[config.mk]
export PLATFORM = sky130hd
export DESIGN_NAME = debounce_edge
export DESIGN_NICKNAME = d
export VERILOG_FILES = /design/src/rtl/debounce_edge.sv
export SDC_FILE = /design/constraint.sdc
export NUM_CORES = 1
export LEC_CHECK = 0
export ABC_CLOCK_PERIOD_IN_PS = 4250
export CORE_MARGIN = 4
export CORE_UTILIZATION = 58
export DETAILED_ROUTE_END_ITERATION = 16
export PLACE_DENSITY = 0.81
export SYNTH_ARGS = -nofsm -noshare
export SYNTH_HDL_FRONTEND = slang
export SYNTH_SLANG_ARGS = --single-unit
[constraint.sdc]
create_clock -name clk -period 4.25 [get_ports clk]
set_input_delay 1.275 -clock clk [delete_from_list [all_inputs] [get_ports clk]]
set_output_delay 1.275 -clock clk [all_outputs]
set_load 0.03 [all_outputs]
[src/rtl/debounce_edge.sv]
// Debounce filter for an already-synchronized level: qualifies each new level for
// DEBOUNCE_CYCLES clocks, emits one-cycle edge pulses and counts rejected glitches.
module debounce_edge #(
    parameter int DEBOUNCE_CYCLES = 'd1000,
    parameter int CNT_WIDTH       = 'd16,
    parameter int GLITCH_WIDTH    = 'd8
) (
    input  logic                    clk,
    input  logic                    rst_n,
    input  logic                    sync_in,
    input  logic                    glitch_clr,
    output logic                    db_out,
    output logic                    rise_pulse,
    output logic                    fall_pulse,
    output logic [GLITCH_WIDTH-1:0] glitch_cnt
);

    // state     | meaning
    // STABLE_LO | debounced level 0, input agrees
    // CHK_HI    | input went 1, counting consecutive 1 samples
    // STABLE_HI | debounced level 1, input agrees
    // CHK_LO    | input went 0, counting consecutive 0 samples
    typedef enum logic [1:0] {
        STABLE_LO = 2'd0,
        CHK_HI    = 2'd1,
        STABLE_HI = 2'd2,
        CHK_LO    = 2'd3
    } state_t;

    localparam logic [CNT_WIDTH-1:0]    CNT_LAST   = CNT_WIDTH'(DEBOUNCE_CYCLES - 1);
    localparam logic [CNT_WIDTH-1:0]    CNT_ONE    = CNT_WIDTH'(1);
    localparam logic [GLITCH_WIDTH-1:0] GLITCH_MAX = '1;

    state_t                  state_q, state_d;
    logic [CNT_WIDTH-1:0]    cnt_q, cnt_d;
    logic                    db_q, db_d;
    logic                    rise_q, rise_d;
    logic                    fall_q, fall_d;
    logic [GLITCH_WIDTH-1:0] glitch_q, glitch_d;
    logic                    glitch_evt;

    always_ff @(posedge clk or negedge rst_n) begin
        if (!rst_n) begin
            state_q  <= STABLE_LO;
            cnt_q    <= '0;
            db_q     <= 1'b0;
            rise_q   <= 1'b0;
            fall_q   <= 1'b0;
            glitch_q <= '0;
        end else begin
            state_q  <= state_d;
            cnt_q    <= cnt_d;
            db_q     <= db_d;
            rise_q   <= rise_d;
            fall_q   <= fall_d;
            glitch_q <= glitch_d;
        end
    end

    always_comb begin
        state_d    = state_q;
        cnt_d      = '0;
        db_d       = db_q;
        rise_d     = 1'b0;
        fall_d     = 1'b0;
        glitch_evt = 1'b0;
        case (state_q)
            STABLE_LO: begin
                if (sync_in) begin
                    state_d = CHK_HI;
                    cnt_d   = CNT_ONE;
                end
            end
            CHK_HI: begin
                if (!sync_in) begin
                    state_d    = STABLE_LO;
                    glitch_evt = 1'b1;
                end else if (cnt_q == CNT_LAST) begin
                    state_d = STABLE_HI;
                    db_d    = 1'b1;
                    rise_d  = 1'b1;
                end else begin
                    cnt_d = cnt_q + CNT_ONE;
                end
            end
            STABLE_HI: begin
                if (!sync_in) begin
                    state_d = CHK_LO;
                    cnt_d   = CNT_ONE;
                end
            end
            CHK_LO: begin
                if (sync_in) begin
                    state_d    = STABLE_HI;
                    glitch_evt = 1'b1;
                end else if (cnt_q == CNT_LAST) begin
                    state_d = STABLE_LO;
                    db_d    = 1'b0;
                    fall_d  = 1'b1;
                end else begin
                    cnt_d = cnt_q + CNT_ONE;
                end
            end
            default: state_d = STABLE_LO;
        endcase
    end

    // Clear takes priority over a coincident glitch; count saturates at all ones.
    always_comb begin
        glitch_d = glitch_q;
        if (glitch_clr) begin
            glitch_d = '0;
        end else if (glitch_evt && (glitch_q != GLITCH_MAX)) begin
            glitch_d = glitch_q + GLITCH_WIDTH'(1);
        end
    end

    assign db_out     = db_q;
    assign rise_pulse = rise_q;
    assign fall_pulse = fall_q;
    assign glitch_cnt = glitch_q;

endmodule
==> results by group <==
Global route
  • First-pass GRT wire length: 4910 um
  • Pin count of the biggest net entering global routing: 30
  • GR Layer Usage met2: 0.292
  • Met1 Resource Use GR: 0.260
  • Initial antenna violation count: 0
  • Final global-route overflow total: 0
  • Vias in the first global route: around 1100
  • GRT Total Usage: 0.195
  • Grt peak-use layer: met2
  • Routing usage on met3: 0.0701

Die
  • Num ports: 15
  • Die height: ~58 um
  • Initial Util: 0.627
  • Core ar.: ~2300 sq um
  • Die Wd: 57.6 um
  • Die area: approximately 3300 sq um
  • Site row count: 17

Routing
  • Final ANT Viol Nets: 0
  • Routed vias: 1134
  • # DRC: 0
  • Initial drt markers: 29
  • First-pass DRT Iterations: 4
  • Avg WL per Cell: 15.5 um
  • Mean number of vias per cell: 6.06
  • Final WL: 2890 um

STA
  • Setup violations, final: 0
  • Skew final: approximately 0.0083 ns
  • Final Hold Viols: 0
  • Setup TNS after final layout: 0 ns
  • Slew @ Worst Pin: approximately 0.50 ns
  • Final Max Slew Viols: 0
  • Part of the cycle the worst path needs: 0.657
  • Max_slew headroom: 0.665
  • Unrepaired setup endpoints after global routing: false
  • Fmax: ~360 MHz
  • Minimum clock period: approximately 2.8 ns

Setup path
  • CP Class: in -> reg
  • Crit end category: flop
  • CP arrival: just over 3 ns
  • Critical Path Start Type: primary input
  • Crit Path Max Fanout: 12
  • FF-to-FF path depth: 5
  • CP required: about 4.5 ns

Yosys
  • Seq/Total Area, Yosys: 0.509
  • Netlist cell types: 31
  • Commonest cells post-synth: dfrtp_1 (29), nor2_1 (21), nand4_1 (11)
  • Synth warnings: 0
  • Top cell type by total area after synthesis: dfrtp_1
  • Synth Flop Type: dfrtp_1
  • Mean area per synthesized cell: 10.3 sq um
  • Yosys reg bits: 29
  • Syn_nets: 146
  • Share of the synthesized area in the top cell type: 0.509
  • Area contributors post-synth: dfrtp_1 (51%), nor2_1 (5.5%), xnor2_1 (5.5%)
  • Count leader, synth: dfrtp_1
  • EDFF count, synth: 0
  • Cell area after synthesis: between 1000 and 1500 sq um
  • Post-Syn Instances: between 100 and 150
  • Post-synth ARST share: 1.00

Finish
  • Fillers: approximately 180
  • ANT cells: 0
  • Nets: about 170
  • Multi-input gate area: roughly 660 sq um
  • Share of cells above drive strength 1: 0.0755
  • Synthesis-to-finish area growth: 16.3%
  • Register Area: around 730 sq um

Placed design
  • DPL Wire Length: about 2000 um
  • GP Congestion: between 0.8 and 0.9
  • Port bufs: 14

CTS
  • Clk Tree Root Cell: clkbuf_4
  • Clk buf depth: 2
  • Setup Buffers After CTS: 0
  • Resized Gates After CTS: 0
  • Clock-pin slew on the worst setup and hold paths: ~0.10 ns
  • Post-CTS Hold Fix Bufs: 0
  • Htree depth: 2
  • Clk_lat worst skew: 0.33 ns
  • Number of buffers created by CTS: 5
  • Clk sinks: 29
  • CTS tree: built

Hold path
  • Worst hold path cell count: 1
  • Worst Hold Class: reg -> reg

Run
  • MaxCap Viol Count: 0

Outcome
  • Status: finished clean

Power and ir drop
  • Final Power: 0.527 mW
  • Worst vdd ir: roughly 0.27 mV
  • P_leak: between 0.6 and 0.7 nW
  • PwrDens: approximately 320 nW/um^2
placed cells by master, fill, tap and decap left out, types with 3 or more instances in the layout:
| cell type | Yosys | layout |
|---|---|---|
| clkdlybuf4s50_1 | 0 | 14 |
| ha_1 | 3 | 3 |
| xnor2_1 | 9 | 9 |
| nand3_1 | 8 | 8 |
| nor2_1 | 21 | 21 |
| and4_1 | 3 | 3 |
| nor4_1 | 5 | 5 |
| or3_1 | 3 | 3 |
| a21oi_1 | 5 | 5 |
| clkbuf_4 | 0 | 5 |
| xor2_1 | 6 | 6 |
| inv_1 | 5 | 5 |
| dfrtp_1 | 29 | 29 |
| nand4_1 | 11 | 11 |
| nor3_1 | 3 | 3 |
| o21ai_0 | 3 | 3 |
| nand2_1 | 4 | 4 |
report_power, final:
group          switching, mW  total (mW)  internal (mW)
combinational         0.0274      0.0429         0.0154
clock                 0.0970       0.193         0.0958
sequential           0.00970       0.291          0.282
flip-flops by register name, summed over array words and instances (netlist names), named ones only:
| signal | cells |
|---|---|
| cnt_q | 16 |
| db_out | 1 |
| fall_pulse | 1 |
| glitch_cnt | 8 |
| rise_pulse | 1 |
| state_q | 1 |
per-layer routing:
layer / share of wire / routed length, um / up-vias
li1: - / - / 542
met1: 0.46 / 1330 / 562
met2: 0.48 / 1380 / 24
met3: 0.047 / 137 / 6
met4: 0.017 / 48 / 0
met5: 0 / 0 / -
final cells by class:
| cell class | instances | area share |
|---|---|---|
| multi-input combinational | 102 | 0.399 |
| clock inverter | 1 | 0.00302 |
| sequential | 29 | 0.437 |
| inverter | 5 | 0.0113 |
| clock buffer | 7 | 0.0392 |
| tap | 28 | 0.0211 |
| timing repair buffer | 15 | 0.0890 |
through the flow:
stage	setup WS (ns)	cell area (sq um)	cells	hold WS, ns	util
after floorplan	1.96	1430	139	0.502	-
after global placement	1.25	1590	179	0.498	0.698
after detailed placement	1.12	1590	179	0.499	0.698
after CTS	1.46	1660	187	0.532	0.729
after global routing	1.31	1660	187	0.576	0.729
final	1.46	1660	187	0.529	0.729
logic make-up after synthesis:
logic type	after synthesis	share of synthesized area
AND/OR/NAND/NOR	66	0.250
flip-flops	29	0.509
XOR/XNOR	16	0.104
AO/OA/AOI/OAI	15	0.0693
buffers and inverters	8	0.0272
adder cells (fa/ha/maj)	3	0.0263
multiplexers	2	0.0149
worst max-delay path, cell delays in order:
cell and delay [ns]:
clkdlybuf4s50_1 0.49, xnor2_2 0.29, o211ai_2 0.29, or4_1 0.54
a21oi_1 0.16
worst paths after layout:
check | to | startpoint | slack [ns]
min in group asynchronous | glitch_cnt[5]$_DFFE_PN0P_ | rst_n | 1.31
worst max register to register | cnt_q[4]$_DFF_PN0_ | cnt_q[0]$_DFF_PN0_ | 2.27
worst min-delay path | db_out$_DFFE_PN0P_ | db_out$_DFFE_PN0P_ | 0.53
worst max-delay path | glitch_cnt[5]$_DFFE_PN0P_ | sync_in | 1.46
max in group asynchronous | glitch_cnt[0]$_DFFE_PN0P_ | rst_n | 2.67
worst min register to register | db_out$_DFFE_PN0P_ | db_out$_DFFE_PN0P_ | 0.53
Note: power is estimated with default switching activity, not from simulation.
